[src/rtl/multicycle_control_unit_if.sv]
// Instruction- and data-memory request/ready bundle for multicycle_control_unit.
interface multicycle_control_unit_if #(
  parameter int DATA_W = 8,
  parameter int ADDR_W = 8
);
  logic              imem_req;
  logic              imem_ready;
  logic [8:0]        imem_data;
  logic              dmem_req;
  logic              dmem_we;
  logic [ADDR_W-1:0] dmem_addr;
  logic [DATA_W-1:0] dmem_wdata;
  logic [DATA_W-1:0] dmem_rdata;
  logic              dmem_ready;

  modport master (
    output imem_req, input imem_ready, imem_data,
    output dmem_req, dmem_we, dmem_addr, dmem_wdata,
    input  dmem_rdata, dmem_ready
  );
  modport slave (
    input  imem_req, output imem_ready, imem_data,
    input  dmem_req, dmem_we, dmem_addr, dmem_wdata,
    output dmem_rdata, dmem_ready
  );
endinterface

[src/rtl/multicycle_control_unit.sv]
// FETCH/DECODE/EXEC/MEM/WB sequencer for the 9-bit-instruction CPU with stallable memories.
// Optional PERF_CNT_EN adds saturating active-cycle and retired-instruction counters.
module multicycle_control_unit #(
  parameter int DATA_W = 8,
  parameter int ADDR_W = 8,
  parameter int NREG   = 16
) (
  input  logic                     clk,
  input  logic                     reset,
  input  logic                     start,
  multicycle_control_unit_if.master mem,
  output logic [$clog2(NREG)-1:0]  rf_raddr_a,
  output logic [$clog2(NREG)-1:0]  rf_raddr_b,
  input  logic [DATA_W-1:0]        rf_rdata_a,
  input  logic [DATA_W-1:0]        rf_rdata_b,
  output logic                     rf_we,
  output logic [$clog2(NREG)-1:0]  rf_waddr,
  output logic [DATA_W-1:0]        rf_wdata,
  output logic [3:0]               alu_op,
  input  logic [DATA_W-1:0]        alu_out,
  input  logic                     alu_zero,
  output logic [2:0]               lut_type,
  input  logic [ADDR_W-1:0]        lut_out,
  output logic [4:0]               immediate,
  output logic                     pc_inc,
  output logic                     pc_branch,
  output logic                     halted
`ifdef PERF_CNT_EN
  ,
  output logic [31:0]              perf_cycles,
  output logic [31:0]              perf_retired
`endif
);
  localparam int RW = $clog2(NREG);

  localparam logic [2:0] OP_LW  = 3'd0, OP_SW  = 3'd1, OP_SET = 3'd2, OP_ADD = 3'd3,
                         OP_SLL = 3'd4, OP_NEG = 3'd5, OP_BR  = 3'd6, OP_MOV = 3'd7;

  typedef enum logic [2:0] {
    S_IDLE, S_FETCH, S_DECODE, S_EXEC, S_MEM, S_WB, S_HALT
  } state_e;

  state_e            state_q, state_d;
  logic [8:0]        ir_q, ir_d;
  logic [DATA_W-1:0] a_q, a_d;
  logic [DATA_W-1:0] res_q, res_d;
  logic [ADDR_W-1:0] dmem_addr_q, dmem_addr_d;
  logic              dmem_we_q, dmem_we_d;
  logic [DATA_W-1:0] dmem_wdata_q, dmem_wdata_d;

  logic [2:0] opc;
  logic [1:0] fn;
  logic       is_lwr, is_halt, is_undef, is_load, is_mem, is_br, br_taken;
  logic       unused_rdata_b;

  assign opc      = ir_q[8:6];
  assign fn       = ir_q[1:0];
  assign is_lwr   = (opc == OP_ADD) && (fn == 2'd3);
  assign is_halt  = (opc == OP_NEG) && (fn == 2'd3);
  assign is_undef = (opc == OP_SLL) && (fn == 2'd3);
  assign is_load  = (opc == OP_LW) || is_lwr;
  assign is_mem   = is_load || (opc == OP_SW);
  assign is_br    = (opc == OP_BR);
  // operand B only feeds the external ALU
  assign unused_rdata_b = ^rf_rdata_b;

  always_comb begin
    case (fn)
      2'd0:    br_taken = alu_zero;
      2'd1:    br_taken = !alu_zero;
      default: br_taken = alu_out[0];
    endcase
  end

  always_comb begin
    state_d      = state_q;
    ir_d         = ir_q;
    a_d          = a_q;
    res_d        = res_q;
    dmem_addr_d  = dmem_addr_q;
    dmem_we_d    = dmem_we_q;
    dmem_wdata_d = dmem_wdata_q;
    case (state_q)
      S_IDLE:  if (start) state_d = S_FETCH;
      S_FETCH: if (mem.imem_ready) begin
        ir_d    = mem.imem_data;
        state_d = S_DECODE;
      end
      S_DECODE: begin
        a_d     = rf_rdata_a;
        state_d = is_halt ? S_HALT : S_EXEC;
      end
      S_EXEC: begin
        res_d = alu_out;
        if (is_br) state_d = S_FETCH;
        else if (is_mem) begin
          // address/data captured here so they stay stable through any stall
          dmem_addr_d  = is_lwr ? ADDR_W'(a_q) : lut_out;
          dmem_we_d    = (opc == OP_SW);
          dmem_wdata_d = (opc == OP_SW) ? a_q : '0;
          state_d      = S_MEM;
        end else state_d = S_WB;
      end
      S_MEM: if (mem.dmem_ready) begin
        if (is_load) res_d = mem.dmem_rdata;
        dmem_addr_d  = '0;
        dmem_we_d    = 1'b0;
        dmem_wdata_d = '0;
        state_d      = is_load ? S_WB : S_FETCH;
      end
      S_WB:    state_d = S_FETCH;
      default: state_d = S_HALT;
    endcase
  end

  always_ff @(posedge clk) begin
    if (reset) begin
      state_q      <= S_IDLE;
      ir_q         <= '0;
      a_q          <= '0;
      res_q        <= '0;
      dmem_addr_q  <= '0;
      dmem_we_q    <= 1'b0;
      dmem_wdata_q <= '0;
    end else begin
      state_q      <= state_d;
      ir_q         <= ir_d;
      a_q          <= a_d;
      res_q        <= res_d;
      dmem_addr_q  <= dmem_addr_d;
      dmem_we_q    <= dmem_we_d;
      dmem_wdata_q <= dmem_wdata_d;
    end
  end

  assign mem.imem_req   = (state_q == S_FETCH);
  assign mem.dmem_req   = (state_q == S_MEM);
  assign mem.dmem_we    = dmem_we_q;
  assign mem.dmem_addr  = dmem_addr_q;
  assign mem.dmem_wdata = dmem_wdata_q;
  assign halted         = (state_q == S_HALT);

  // register indices stay up through EXEC so the ALU sees its operands
  always_comb begin
    rf_raddr_a = '0;
    rf_raddr_b = '0;
    if (state_q == S_DECODE || state_q == S_EXEC) begin
      case (opc)
        OP_ADD, OP_SLL, OP_NEG, OP_BR: rf_raddr_b = RW'(1);
        OP_MOV:  rf_raddr_a = RW'(ir_q[5:2]);
        OP_SW:   rf_raddr_a = RW'(ir_q[5]);
        default: ;
      endcase
    end
  end

  always_comb begin
    alu_op   = 4'd0;
    lut_type = 3'd0;
    if (state_q == S_EXEC) begin
      case (opc)
        OP_ADD:  alu_op = (fn == 2'd3) ? 4'd0 : {2'b00, fn};
        OP_SLL:  alu_op = (fn == 2'd3) ? 4'd2 : 4'd3 + {2'b00, fn};
        OP_NEG:  alu_op = 4'd6 + {2'b00, fn};
        OP_BR:   alu_op = fn[1] ? 4'd9 + {3'b000, fn[0]} : 4'd2;
        default: alu_op = 4'd0;
      endcase
      case (opc)
        OP_LW:   lut_type = 3'd0;
        OP_SW:   lut_type = 3'd1;
        OP_BR:   lut_type = 3'd2 + {1'b0, fn};
        default: lut_type = 3'd0;
      endcase
    end
  end

  always_comb begin
    immediate = 5'd0;
    if (state_q == S_DECODE || state_q == S_EXEC || state_q == S_MEM || state_q == S_WB) begin
      case (opc)
        OP_LW, OP_SW, OP_SET: immediate = ir_q[4:0];
        OP_BR:   immediate = {1'b0, ir_q[5:2]};
        default: immediate = 5'd0;
      endcase
    end
  end

  always_comb begin
    rf_we    = (state_q == S_WB) && !is_undef;
    rf_waddr = '0;
    rf_wdata = '0;
    if (rf_we) begin
      case (opc)
        OP_LW, OP_SET:         rf_waddr = RW'(ir_q[5]);
        OP_MOV:                rf_waddr = RW'(ir_q[1]);
        OP_ADD, OP_SLL, OP_NEG: rf_waddr = RW'(ir_q[5:2]);
        default:               rf_waddr = '0;
      endcase
      case (opc)
        OP_SET:  rf_wdata = DATA_W'(ir_q[4:0]);
        OP_MOV:  rf_wdata = a_q;
        default: rf_wdata = res_q;
      endcase
    end
  end

  assign pc_branch = (state_q == S_EXEC) && is_br && br_taken;
  assign pc_inc    = (state_q == S_WB)
                   || ((state_q == S_EXEC) && is_br && !br_taken)
                   || ((state_q == S_MEM) && mem.dmem_ready && (opc == OP_SW));

`ifdef PERF_CNT_EN
  logic [31:0] perf_cycles_q, perf_cycles_d, perf_retired_q, perf_retired_d;

  always_comb begin
    perf_cycles_d  = perf_cycles_q;
    perf_retired_d = perf_retired_q;
    if (state_q != S_IDLE && state_q != S_HALT && perf_cycles_q != '1)
      perf_cycles_d = perf_cycles_q + 32'd1;
    if ((pc_inc || pc_branch) && perf_retired_q != '1)
      perf_retired_d = perf_retired_q + 32'd1;
  end

  always_ff @(posedge clk) begin
    if (reset) begin
      perf_cycles_q  <= '0;
      perf_retired_q <= '0;
    end else begin
      perf_cycles_q  <= perf_cycles_d;
      perf_retired_q <= perf_retired_d;
    end
  end

  assign perf_cycles  = perf_cycles_q;
  assign perf_retired = perf_retired_q;
`endif
endmodule

[src/flat_wrapper.sv]
// flat-port wrapper written by rule: the top's interface ports become plain ports
module multicycle_control_unit_flat 
#(
  parameter int DATA_W = 8,
  parameter int ADDR_W = 8,
  parameter int NREG   = 16
)
  (clk, reset, start, rf_raddr_a, rf_raddr_b, rf_rdata_a, rf_rdata_b, rf_we, rf_waddr, rf_wdata, alu_op, alu_out, alu_zero, lut_type, lut_out, immediate, pc_inc, pc_branch, halted, mem_imem_req, mem_imem_ready, mem_imem_data, mem_dmem_req, mem_dmem_we, mem_dmem_addr, mem_dmem_wdata, mem_dmem_rdata, mem_dmem_ready);
  multicycle_control_unit_if #(.DATA_W(DATA_W), .ADDR_W(ADDR_W)) mem_i ();
  input  logic clk;
  input  logic reset;
  input  logic start;
  output logic [$clog2(NREG)-1:0] rf_raddr_a;
  output logic [$clog2(NREG)-1:0] rf_raddr_b;
  input  logic [DATA_W-1:0] rf_rdata_a;
  input  logic [DATA_W-1:0] rf_rdata_b;
  output logic rf_we;
  output logic [$clog2(NREG)-1:0] rf_waddr;
  output logic [DATA_W-1:0] rf_wdata;
  output logic [3:0] alu_op;
  input  logic [DATA_W-1:0] alu_out;
  input  logic alu_zero;
  output logic [2:0] lut_type;
  input  logic [ADDR_W-1:0] lut_out;
  output logic [4:0] immediate;
  output logic pc_inc;
  output logic pc_branch;
  output logic halted;
  output wire logic [$bits(mem_i.imem_req)-1:0] mem_imem_req;
  input wire logic [$bits(mem_i.imem_ready)-1:0] mem_imem_ready;
  input wire logic [$bits(mem_i.imem_data)-1:0] mem_imem_data;
  output wire logic [$bits(mem_i.dmem_req)-1:0] mem_dmem_req;
  output wire logic [$bits(mem_i.dmem_we)-1:0] mem_dmem_we;
  output wire logic [$bits(mem_i.dmem_addr)-1:0] mem_dmem_addr;
  output wire logic [$bits(mem_i.dmem_wdata)-1:0] mem_dmem_wdata;
  input wire logic [$bits(mem_i.dmem_rdata)-1:0] mem_dmem_rdata;
  input wire logic [$bits(mem_i.dmem_ready)-1:0] mem_dmem_ready;
  assign mem_imem_req = mem_i.imem_req;
  assign mem_i.imem_ready = mem_imem_ready;
  assign mem_i.imem_data = mem_imem_data;
  assign mem_dmem_req = mem_i.dmem_req;
  assign mem_dmem_we = mem_i.dmem_we;
  assign mem_dmem_addr = mem_i.dmem_addr;
  assign mem_dmem_wdata = mem_i.dmem_wdata;
  assign mem_i.dmem_rdata = mem_dmem_rdata;
  assign mem_i.dmem_ready = mem_dmem_ready;
  multicycle_control_unit #(.DATA_W(DATA_W), .ADDR_W(ADDR_W), .NREG(NREG)) u_core (.clk(clk), .reset(reset), .start(start), .mem(mem_i), .rf_raddr_a(rf_raddr_a), .rf_raddr_b(rf_raddr_b), .rf_rdata_a(rf_rdata_a), .rf_rdata_b(rf_rdata_b), .rf_we(rf_we), .rf_waddr(rf_waddr), .rf_wdata(rf_wdata), .alu_op(alu_op), .alu_out(alu_out), .alu_zero(alu_zero), .lut_type(lut_type), .lut_out(lut_out), .immediate(immediate), .pc_inc(pc_inc), .pc_branch(pc_branch), .halted(halted));
endmodule
[config.mk]
export PLATFORM = sky130hd
export DESIGN_NAME = multicycle_control_unit_flat
export DESIGN_NICKNAME = d
export VERILOG_FILES = /design/src/rtl/multicycle_control_unit_if.sv /design/src/rtl/multicycle_control_unit.sv /design/src/flat_wrapper.sv
export SDC_FILE = /design/constraint.sdc
export NUM_CORES = 1
export LEC_CHECK = 0
export BUFFER_PORTS_ARGS = -buffer_cell sky130_fd_sc_hd__buf_2
export CAP_MARGIN = 20
export CORE_MARGIN = 1
export CORE_UTILIZATION = 44
export CTS_CLUSTER_DIAMETER = 40
export DETAILED_ROUTE_END_ITERATION = 8
export PLACE_DENSITY = 0.77
export SYNTH_ARGS = -nofsm -noshare
export SYNTH_HDL_FRONTEND = slang
export SYNTH_SLANG_ARGS = --single-unit
export TNS_END_PERCENT = 30
[constraint.sdc]
create_clock -name clk -period 1.8 [get_ports clk]
set_clock_uncertainty 0.1 [all_clocks]
set_input_delay 0.18 -clock clk [delete_from_list [all_inputs] [get_ports clk]]
set_output_delay 0.18 -clock clk [all_outputs]
set_load 0.02 [all_outputs]
; Yosys cells after proc, flatten, opt, wreduce, memory -nomap -nowiden
; Index checks and enable logic that the tools add are counted.
[word_totals]
register_bits = 45
latch_bits = 0
ram_bits = 0
romBits = 0
inputBits = 55
wordCells = 105
n_memories = 0
[op_classes]
addsub = 4
n_mul = 0
div = 0
order_cmp = 0
eq_ne = 21
shift = 0
muxes = 42
bitwise = 0
reduce_logical = 31
[ops]
columns = op, count
row1 = 2-to-1 mux 8 bit, 10
row2 = case mux 8 bit (2 select lines), 4
row3 = 2-to-1 mux 4 bit, 6
row4 = equality test 3 bit (second input constant), 7
row5 = 2-to-1 mux 3 bit, 7
row6 = case mux 3 bit (6 select lines), 1
row7 = case mux 4 bit (4 select lines), 1
row8 = equality test 3 x 2 -> 1 bit (second input constant), 4
row9 = case mux 4 bit (3 select lines), 1
row10 = case mux 5 bit (2 select lines), 1
row11 = logical AND 1 bit, 9
row12 = inequality test 2 x 1 -> 1 bit (second input constant), 4
row13 = case mux 4 bit (2 select lines), 1
row14 = logical OR 1 bit, 7
row15 = adder 2 x 2 -> 3 bit (first input constant), 2
row16 = equality test 3 x 1 -> 1 bit (second input constant), 2
row17 = logical NOT 3 bit, 2
row18 = case mux 3 bit (2 select lines), 1
row19 = AND reduction 3 bit, 2
row20 = OR reduction 3 bit, 2
row21 = 2-to-1 mux 1 bit, 5
row22 = 2-to-1 mux 5 bit, 1
row23 = adder 3 x 2 -> 4 bit (first input constant), 1
row24 = adder 4 x 1 -> 4 bit (first input constant), 1
row25 = 12 further kinds, 16

; Longest topological paths before layout
; Gate-level depths: netlist of the first run.
[depth]
depth_word = 7
mapped_depth = 7
depth_no_buf = 6

; Worst setup path after synthesis of the first run
; OpenSTA, ideal clock, no wires.
[synth_timing]
kind = reg2out
from = register u_core.ir_q[0]
to = output rf_waddr[0]
arrival_ps = 2077
slack_ps = -557
path_stages_with_launch = 5
n_path_buf = 0
cell_sequence = dfxtp_1 -> ha_1 -> nand3_1 -> nand3_1 -> a2111oi_0
[synth_between]
elab_chain_cells = 5
[synth_lines]
columns = item, line_no
row1 = from (decl), multicycle_control_unit.sv:44  ; logic [8:0] ir_q, ir_d;
row2 = from (signal assigned), multicycle_control_unit.sv:127  ; ir_q <= ir_d;
row3 = equality test 2 bit, multicycle_control_unit.sv:60  ; assign is_undef = (opc == OP_SLL) && (fn == 2'd3);
row4 = logical AND 1 bit, multicycle_control_unit.sv:60
row5 = logical NOT 1 bit, multicycle_control_unit.sv:189  ; rf_we = (state_q == S_WB) && !is_undef;
row6 = logical AND 1 bit, multicycle_control_unit.sv:189
row7 = 2-to-1 mux 4 bit, multicycle_control_unit.sv:192  ; if (rf_we) begin
row8 = to (decl), flat_wrapper.sv:18  ; output logic [$clog2(NREG)-1:0] rf_waddr;
; No other way between the ends.

; Final worst setup path of the first run
[layout_timing]
from = register u_core.ir_q[1]
to = output rf_waddr[0]
[layout_between]
elab_chain_cells = 5
[layout_lines]
columns = item, line_no
row1 = equality test 2 bit, multicycle_control_unit.sv:60
row2 = logical AND 1 bit, multicycle_control_unit.sv:60
row3 = logical NOT 1 bit, multicycle_control_unit.sv:189
row4 = logical AND 1 bit, multicycle_control_unit.sv:189
row5 = 2-to-1 mux 4 bit *, multicycle_control_unit.sv:192
; Mark *: on every way between the ends. The rest lies on a longest branch, timed or not.

==> summary.json, run 1 <==
{
  "violations_in_the_final_reports": {"value": "negative setup slack"},
  "syn_to_final_growth": {"value": 53.66, "unit": "%"},
  "critical_path_class": {"value": "reg -> out"},
  "maxCapViolCount": {"value": 0},
  "clock_sinks": {"value": 45},
  "initial_core_util": {"value": 45.56, "unit": "%"},
  "placementRows": {"value": 28},
  "vias": {"value": 2994},
  "final_hold_vios": {"value": 0},
  "multi_input_area": {"value": 0.001914, "unit": "sq mm"},
  "hold_path.startpoint": {"value": "mem_imem_data[4]"},
  "path_depth": {"value": 6},
  "power.static_leakage": {"value": 1.888, "unit": "nW"},
  "synthCells": {"value": 326},
  "max_freq": {"value": 0.5067, "unit": "GHz"},
  "fin_worst_hold_slack": {"value": 0.006703, "unit": "ns"},
  "p_sw": {"value": 0.9351, "unit": "mW"},
  "grt_max_degree": {"value": 20},
  "timing.critical_path.cells": {"value": "ha_4 > buf_6 > nand3_4 > nand3_4 > a2111oi_4 > buf_4"},
  "clkTransAtPathRegs": {"value": 0.09, "unit": "ns"},
  "vdd_ir_drop_max": {"value": 0.3973, "unit": "mV"},
  "wl_met3": {"value": 627, "unit": "um"},
  "ys_seq_elements": {"value": 45},
  "design_power_total": {"value": 2.666, "unit": "mW"},
  "nNetsFinal": {"value": 517},
  "critical_path.max_stage_delay": {"value": 0.37, "unit": "ns"},
  "worst_setup_path_startpoint": {"value": "u_core.ir_q[1]"},
  "post_route_setup_tns": {"value": -1.832, "unit": "ns"},
  "category_of_the_worst_setup_path_launch_point": {"value": "flop"},
  "timing.critical_path.required": {"value": 1.52, "unit": "ns"},
  "die_w": {"value": 80.30, "unit": "um"},
  "critical_path.reg2reg.startpoint": {"value": "u_core.ir_q[7]"},
  "num_antenna_cells": {"value": 0},
  "most-common-layout-cells": {"value": "sky130_fd_sc_hd__buf_2, sky130_fd_sc_hd__buf_4, sky130_fd_sc_hd__dfxtp_1"},
  "cellPowerDensity": {"value": 643.0, "unit": "mW/mm^2"},
  "cp_slowest_cell": {"value": "sky130_fd_sc_hd__dfxtp_4"},
  "pwr-share-seq": {"value": 44.8, "unit": "%"},
  "warnings_from_yosys": {"value": 0},
  "vias_per_cell": {"value": 5.638},
  "avgRoutedWirePerCell": {"value": 16.44, "unit": "um"},
  "most_common_library_cell_in_the_layout_ignoring_fill_and_taps": {"value": "sky130_fd_sc_hd__buf_2"},
  "globalRoute.totalOverflow": {"value": 0},
  "drv_slew": {"value": 0},
  "power.share.switching": {"value": 35.08, "unit": "%"},
  "drt_first_iter_violations": {"value": 228},
  "detail_route.drc_violations": {"value": 0},
  "worst-path-buf-inv": {"value": 2},
  "fill_cells": {"value": 399},
  "critical_path.max_fanout": {"value": 5},
  "gp_routability_congestion": {"value": 0.8518},
  "antenna_violations_before_repair": {"value": 0},
  "cpLargestDelayFamily": {"value": "flip-flops"},
  "skew_pair_late_insertion_delay": {"value": 0.31, "unit": "ns"},
  "worstPathArrival": {"value": 1.69, "unit": "ns"},
  "setup_slack": {"value": -0.1735, "unit": "ns"},
  "min_delay_path_depth": {"value": 3},
  "count_of_input_and_output_buffers": {"value": 98},
  "status": {"value": "complete, but fails checks"},
  "placeableCoreArea": {"value": 0.005921, "unit": "sq mm"},
  "internal-power": {"value": 1.730, "unit": "mW"},
  "global_route_wire_length_before_repair": {"value": 12.28, "unit": "mm"},
  "crit_path_frequent_cell": {"value": "sky130_fd_sc_hd__nand3_4"},
  "detailed_route_wire_length_on_metal_1": {"value": 3.680, "unit": "mm"},
  "period_utilization_post_route": {"value": 109.6, "unit": "%"},
  "post_synth_num_cell_types": {"value": 54},
  "maximum_number_of_buffers_from_clock_root_to_sink": {"value": 2},
  "drt-pass1-iter-count": {"value": 5},
  "met2_length": {"value": 4.238, "unit": "mm"},
  "floorplan.die.height": {"value": 80.30, "unit": "um"},
  "combPwrFrac": {"value": 30.9, "unit": "%"},
  "rsz0062_at_grt": {"value": "true"},
  "cts.htree.levels": {"value": 2},
  "numCtsBuffers": {"value": 5},
  "power.share.clock": {"value": 24.3, "unit": "%"},
  "final_setup_violation_count": {"value": 19},
  "dr.max_layer_used": {"value": "met4"},
  "min_path_type": {"value": "in -> reg"},
  "sequential_cell_area": {"value": 925.9, "unit": "sq um"},
  "drt-total-wl": {"value": 8.727, "unit": "mm"},
  "synth_edf_count": {"value": 0},
  "r2r.worst_path.cells": {"value": 6},
  "async_reset_ff_share": {"value": 0, "unit": "%"},
  "final_design_area_no_fill": {"value": 0.004145, "unit": "sq mm"},
  "timing.final.crit_period": {"value": 1.973, "unit": "ns"},
  "tritoncts": {"value": "yes"},
  "ys.flop_type": {"value": "sky130_fd_sc_hd__dfxtp_1"},
  "drive_gt1_share": {"value": 48.90, "unit": "%"},
  "cts_root_buf": {"value": "sky130_fd_sc_hd__clkbuf_8"},
  "postSynthAreaPerCell": {"value": 8.275, "unit": "sq um"},
  "first_global_vias": {"value": 2594},
  "critPathCaptureType": {"value": "primary output"},
  "detailedPlacementHpwl": {"value": 5.747, "unit": "mm"},
  "floorplan.die_area": {"value": 0.006448, "unit": "sq mm"},
  "postRouteAntennaNets": {"value": 0},
  "placed_area": {"value": 0.003413, "unit": "sq mm"},
  "grtUsageTotal": {"value": 24.86, "unit": "%"},
  "synth.cell_area": {"value": 0.002698, "unit": "sq mm"},
  "synth.yosys.seq_area_share": {"value": 33.40, "unit": "%"},
  "number_of_primary_i_o_pins": {"value": 110}
}
## through the flow
stage	setup WS [ns]	std cells	utilization, %
global route	-0.2298	531	70.01
finish	-0.1735	531	70.01
floorplan	-0.03285	328	-
CTS	-0.1530	526	63.57
detailed placement	-0.01760	510	57.65
global placement	-0.002081	510	57.65
## power groups by stage
stage	Sequential, mW	Combinational, mW	Clock (mW)
after global routing	1.21	0.886	0.705
final	1.19	0.823	0.648
after CTS	1.18	0.722	0.655
after floorplan	1.15	0.479	0
after global placement	1.18	0.649	0
after detailed placement	1.18	0.660	0
## flip-flops by register name, indices dropped and copies added, names as in the netlist
| signal | count |
|---|---|
| u_core.mem.dmem_wdata | 8 |
| u_core.a_q | 8 |
| u_core.mem.dmem_addr | 8 |
| u_core.ir_q | 9 |
| u_core.state_q | 3 |
| u_core.mem.dmem_we | 1 |
| u_core.res_q | 8 |
## routing by layer
metal | GRT usage [%] | vias up
li1 | - | 1415
met3 | 4.432 | 25
met2 | 41.62 | 138
met4 | 10.00 | 0
met5 | 0 | -
met1 | 31.36 | 1416
## worst paths after layout
check / to / slack (ns)
worst max register to register: u_core.state_q[0] / -0.02
worst min-delay path: u_core.ir_q[4] / 0.007
worst min register to register: u_core.mem.dmem_addr[0] / 0.35
worst max-delay path: rf_waddr[0] / -0.17
## Yosys cell counts, types with 2 or more instances
master	instances	area share [%]
sky130_fd_sc_hd__nand3_1	5	0.93
sky130_fd_sc_hd__inv_1	15	2.1
sky130_fd_sc_hd__a21o_1	2	0.56
sky130_fd_sc_hd__nor2b_1	4	0.93
sky130_fd_sc_hd__a211oi_1	2	0.56
sky130_fd_sc_hd__nand2_1	43	6.0
sky130_fd_sc_hd__o21ai_0	15	2.8
sky130_fd_sc_hd__and3b_1	2	0.65
sky130_fd_sc_hd__buf_4	3	0.83
sky130_fd_sc_hd__buf_6	5	2.1
sky130_fd_sc_hd__nand4_1	2	0.46
sky130_fd_sc_hd__ha_1	7	3.2
sky130_fd_sc_hd__buf_1	4	0.56
sky130_fd_sc_hd__a22oi_1	13	3.6
sky130_fd_sc_hd__mux2i_1	20	7.4
sky130_fd_sc_hd__or3_1	2	0.46
sky130_fd_sc_hd__buf_2	7	1.3
sky130_fd_sc_hd__nand2b_1	2	0.46
sky130_fd_sc_hd__o22a_1	8	2.6
sky130_fd_sc_hd__clkbuf_1	6	0.83
sky130_fd_sc_hd__a22o_1	8	2.6
sky130_fd_sc_hd__nand3b_1	2	0.56
sky130_fd_sc_hd__nor2_1	35	4.9
sky130_fd_sc_hd__and3_1	10	2.3
sky130_fd_sc_hd__nor3b_1	2	0.56
sky130_fd_sc_hd__a31oi_1	2	0.46
sky130_fd_sc_hd__nor3_1	5	0.93
sky130_fd_sc_hd__a311oi_1	7	2.3
sky130_fd_sc_hd__dfxtp_1	45	33
sky130_fd_sc_hd__a21oi_1	19	3.5
## repair_timing
action / in CTS / in global routing
hold endpoints to repair: 3 / 0
pin swaps: 7 / 6
setup buffers: 5 / 5
resized for setup: 57 / 84
endpoints found under the setup margin: 33 / 46
hold buffers: 3 / 0
## cell type report
class / count / area share (%)
Inverter: 16 / 2.053
Sequential cell: 45 / 22.34
Multi-Input combinational cell: 241 / 46.18
Clock buffer: 5 / 1.660
Tap cell: 75 / 2.264
Clock inverter: 3 / 0.5131
Timing Repair Buffer: 146 / 24.99
## worst register-to-register path, cell delays in order (launching register included)
cell and delay (ns):
sky130_fd_sc_hd__dfxtp_4 0.39, sky130_fd_sc_hd__buf_6 0.14, sky130_fd_sc_hd__buf_4 0.13, sky130_fd_sc_hd__a21boi_1 0.15
sky130_fd_sc_hd__or4b_2 0.63, sky130_fd_sc_hd__nand4_1 0.10, sky130_fd_sc_hd__o32ai_1 0.08
## logic make-up (layout without fill, tap and decap cells)
logic type,count (synthesis),after routing,synth area share (%)
buffers and inverters,42,170,9.044
flip-flops,45,45,33.40
AND/OR/NAND/NOR,123,123,22.91
multiplexers,20,20,7.421
other,1,3,0.1390
XOR/XNOR,2,2,0.6495
AO/OA/AOI/OAI,86,86,23.19
adder cells (fa/ha/maj),7,7,3.247
No activity file was read; power rests on OpenSTA's default activity.
==> run 2: changes to the inputs <==
--- a/config.mk
+++ b/config.mk
@@ -5,6 +5,7 @@
 export SDC_FILE = /design/constraint.sdc
 export NUM_CORES = 1
 export LEC_CHECK = 0
+export ABC_AREA = 1
 export BUFFER_PORTS_ARGS = -buffer_cell sky130_fd_sc_hd__buf_2
 export CAP_MARGIN = 20
 export CORE_MARGIN = 1
==> summary.json, run 2 <==
{
  "status": {"value": "complete, but fails checks"},
  "violations_in_the_final_reports": {"value": "negative setup slack"},
  "clkTransAtPathRegs": {"value": 0.10, "unit": "ns"},
  "period_utilization_post_route": {"value": 110.0, "unit": "%"},
  "hold_path_end": {"value": "u_core.a_q[5]"},
  "grt_max_degree": {"value": 30},
  "ys.flop_type": {"value": "sky130_fd_sc_hd__dfxtp_1"},
  "synth_largest_type_area_fraction": {"value": 32.83, "unit": "%"},
  "globalRouteMet2Util": {"value": 41.76, "unit": "%"},
  "floorplan.die.height": {"value": 80.97, "unit": "um"},
  "global_route.usage.met1": {"value": 35.55, "unit": "%"},
  "yosys-top-cells-area": {"value": "sky130_fd_sc_hd__dfxtp_1, sky130_fd_sc_hd__nand2_1, sky130_fd_sc_hd__nor2_1"},
  "synth.yosys.seq_area_share": {"value": 32.83, "unit": "%"},
  "ys_seq_elements": {"value": 45},
  "fill_cells": {"value": 481},
  "final_design_area_no_fill": {"value": 0.004095, "unit": "sq mm"},
  "drv_slew": {"value": 0},
  "avgRoutedWirePerCell": {"value": 15.19, "unit": "um"},
  "timing.final.crit_period": {"value": 1.980, "unit": "ns"},
  "final_setup_violation_count": {"value": 25},
  "drt-pass1-iter-count": {"value": 5},
  "warnings_from_yosys": {"value": 0},
  "clock_sinks": {"value": 45},
  "power.static_leakage": {"value": 1.935, "unit": "nW"},
  "detailedPlacementHpwl": {"value": 5.919, "unit": "mm"},
  "floorplan.die_area": {"value": 0.006556, "unit": "sq mm"},
  "maximum_number_of_buffers_from_clock_root_to_sink": {"value": 2},
  "post_synth_fa_ha_maj_area_fraction": {"value": 3.192, "unit": "%"},
  "placed_area": {"value": 0.003386, "unit": "sq mm"},
  "die_w": {"value": 80.97, "unit": "um"},
  "critPathCaptureType": {"value": "primary output"},
  "postSynthAreaPerCell": {"value": 6.071, "unit": "sq um"},
  "rsz0062_at_grt": {"value": "true"},
  "post_synth_num_cell_types": {"value": 28},
  "globalRoute.totalOverflow": {"value": 0},
  "most-common-layout-cells": {"value": "sky130_fd_sc_hd__nand2_1, sky130_fd_sc_hd__buf_2, sky130_fd_sc_hd__nor2_1"},
  "number_of_primary_i_o_pins": {"value": 110},
  "critical_path.max_fanout": {"value": 7},
  "grt_busiest_layer": {"value": "met2"},
  "largest_reg_flops": {"value": 9},
  "synth_area_in_simple_gates": {"value": 36.84, "unit": "%"},
  "final_util": {"value": 68.76, "unit": "%"},
  "num_antenna_cells": {"value": 0},
  "synthXorXnorAreaFrac": {"value": 0, "unit": "%"},
  "ys_top_cells_by_count": {"value": "sky130_fd_sc_hd__nand2_1, sky130_fd_sc_hd__nor2_1, sky130_fd_sc_hd__a21oi_1"},
  "maxCapViolCount": {"value": 0},
  "synth_mux_area_share": {"value": 0, "unit": "%"},
  "initial_core_util": {"value": 46.07, "unit": "%"},
  "placeableCoreArea": {"value": 0.005956, "unit": "sq mm"},
  "dominant_combinational_cell_family_by_area_after_synthesis": {"value": "simple AND/OR/NAND/NOR gates"},
  "skew_pair_late_insertion_delay": {"value": 0.30, "unit": "ns"},
  "critical_path.reg2reg.startpoint": {"value": "u_core.ir_q[0]"},
  "global_route.usage.met3": {"value": 4.157, "unit": "%"},
  "min_delay_path_depth": {"value": 3},
  "nNetsFinal": {"value": 638},
  "drive_gt1_share": {"value": 39.69, "unit": "%"},
  "vias": {"value": 3507},
  "placementRows": {"value": 28},
  "numCtsBuffers": {"value": 5},
  "top_register": {"value": "u_core.ir_q"},
  "vdd_ir_drop_max": {"value": 0.6294, "unit": "mV"},
  "synth-compound-area-share": {"value": 15.60, "unit": "%"},
  "synth_edf_count": {"value": 0},
  "count_of_input_and_output_buffers": {"value": 98},
  "syn_to_final_growth": {"value": 49.25, "unit": "%"},
  "r2r.worst_path.cells": {"value": 7},
  "category_of_the_worst_setup_path_launch_point": {"value": "flop"},
  "synth.cell_area": {"value": 0.002744, "unit": "sq mm"},
  "tritoncts": {"value": "yes"},
  "reg2reg_setup_slack": {"value": 0.13, "unit": "ns"},
  "detail_route.drc_violations": {"value": 0},
  "cts_root_buf": {"value": "sky130_fd_sc_hd__clkbuf_8"},
  "final_hold_vios": {"value": 0},
  "cellPowerDensity": {"value": 1185, "unit": "mW/mm^2"},
  "async_reset_ff_share": {"value": 0, "unit": "%"},
  "setup_slack": {"value": -0.1797, "unit": "ns"},
  "synthCells": {"value": 452},
  "grtUsageTotal": {"value": 26.16, "unit": "%"},
  "hold_path.startpoint": {"value": "rf_rdata_a[5]"},
  "worst_r2r_end": {"value": "u_core.res_q[0]"},
  "most_common_library_cell_in_the_layout_ignoring_fill_and_taps": {"value": "sky130_fd_sc_hd__nand2_1"},
  "min_path_type": {"value": "in -> reg"},
  "setup_slack_after_placement": {"value": 0.05834, "unit": "ns"},
  "vias_per_cell": {"value": 5.379},
  "gp_routability_congestion": {"value": 0.9496},
  "antenna_violations_before_repair": {"value": 0},
  "timing.critical_path.required": {"value": 1.52, "unit": "ns"},
  "cts.htree.levels": {"value": 2},
  "postRouteAntennaNets": {"value": 0},
  "max_freq": {"value": 0.5051, "unit": "GHz"},
  "drt-total-wl": {"value": 9.905, "unit": "mm"},
  "critical_path_class": {"value": "reg -> out"},
  "first_global_vias": {"value": 2888},
  "global_route_wire_length_before_repair": {"value": 13.38, "unit": "mm"},
  "worstPathArrival": {"value": 1.70, "unit": "ns"},
  "cts-hold-fix-buffers": {"value": 0},
  "synth.most_common_cell": {"value": "sky130_fd_sc_hd__nand2_1"},
  "netlist.top_cell.by_area": {"value": "sky130_fd_sc_hd__dfxtp_1"},
  "drt_first_iter_violations": {"value": 355}
}
## run 2: cell count changes in the layout (fill, tap and decap cells not counted), sizes merged, moves of 7 or more
cell / change
a21oi: +32
a22o: -8
a22oi: -13
a311oi: -8
and3: -10
buf: -7
inv: +36
mux2i: -20
nand2: +77
nand3: +25
nor2: +41
nor3: +7
o22a: -8
## run 2: layout make-up
cell class	instances	area (sq um)	share of cell area, %
timing repair inverter	1	7.507	0.1833
sequential	45	930.9	22.73
clock buffer	6	72.57	1.772
inverter	52	221.5	5.408
multi-input combinational	335	1847	45.10
clock inverter	2	38.79	0.9471
timing repair buffer	136	883.3	21.57
tap	75	93.84	2.291
## run 2: cells by family (layout without fill, tap and decap cells)
| logic type | count (synthesis) | after routing |
|---|---|---|
| flip-flops | 45 | 45 |
| other | 1 | 3 |
| adder cells (fa/ha/maj) | 7 | 7 |
| buffers and inverters | 74 | 197 |
| AO/OA/AOI/OAI | 82 | 82 |
| AND/OR/NAND/NOR | 243 | 243 |
## run 2: worst max-delay path: stages (launching register included)
cell	delay (ns)
sky130_fd_sc_hd__dfxtp_4	0.41
sky130_fd_sc_hd__inv_6	0.06
sky130_fd_sc_hd__nor2_4	0.17
sky130_fd_sc_hd__nand2_2	0.12
sky130_fd_sc_hd__o21ai_4	0.22
sky130_fd_sc_hd__buf_6	0.18
sky130_fd_sc_hd__nor2_1	0.07
sky130_fd_sc_hd__buf_4	0.15
## run 2: timing repair
action / in CTS / in global routing
buffers inserted: 8 / 10
gates resized for setup: 71 / 67
pin swaps: 4 / 17
gates cloned: 1 / 1
endpoints found under the setup margin: 31 / 37
## run 2: per-stage QoR
stage	power (mW)	std cells	hold WS, ns	TNS, ns
final	4.851	652	0.02331	-2.920
after detailed placement	3.393	624	0.3222	0
after CTS	4.426	641	0.02302	-0.5699
after global routing	5.133	652	0.01430	-4.216
after global placement	3.346	624	0.3162	0
after floorplan	2.836	454	0.1593	0
## run 2: how the worst max path moves through the flow
| stage | from | to | slack [ns] |
|---|---|---|---|
| 6_report | u_core.ir_q[8] | rf_wdata[3] | -0.18 |
| 3_5_place_dp | u_core.ir_q[1] | pc_inc | 0.06 |
| 2_1_floorplan | u_core.state_q[1] | pc_inc | 0.09 |
| 4_1_cts | u_core.ir_q[7] | rf_wdata[6] | -0.05 |
| 5_1_grt | u_core.ir_q[8] | rf_wdata[1] | -0.22 |
| 3_3_place_gp | u_core.ir_q[0] | pc_inc | 0.11 |
## run 2: layer usage
metal / up-vias / part of all wire (%)
li1: 1678 / -
met1: 1554 / 41
met2: 224 / 47
met3: 51 / 8.1
met4: 0 / 3.9
met5: - / 0
## run 2: where the power goes
part,switching [mW],leakage (nW),internal (mW)
clock,0.374,0.0554,0.418
combinational,1.58,1.51,0.927
sequential,0.272,0.372,1.28
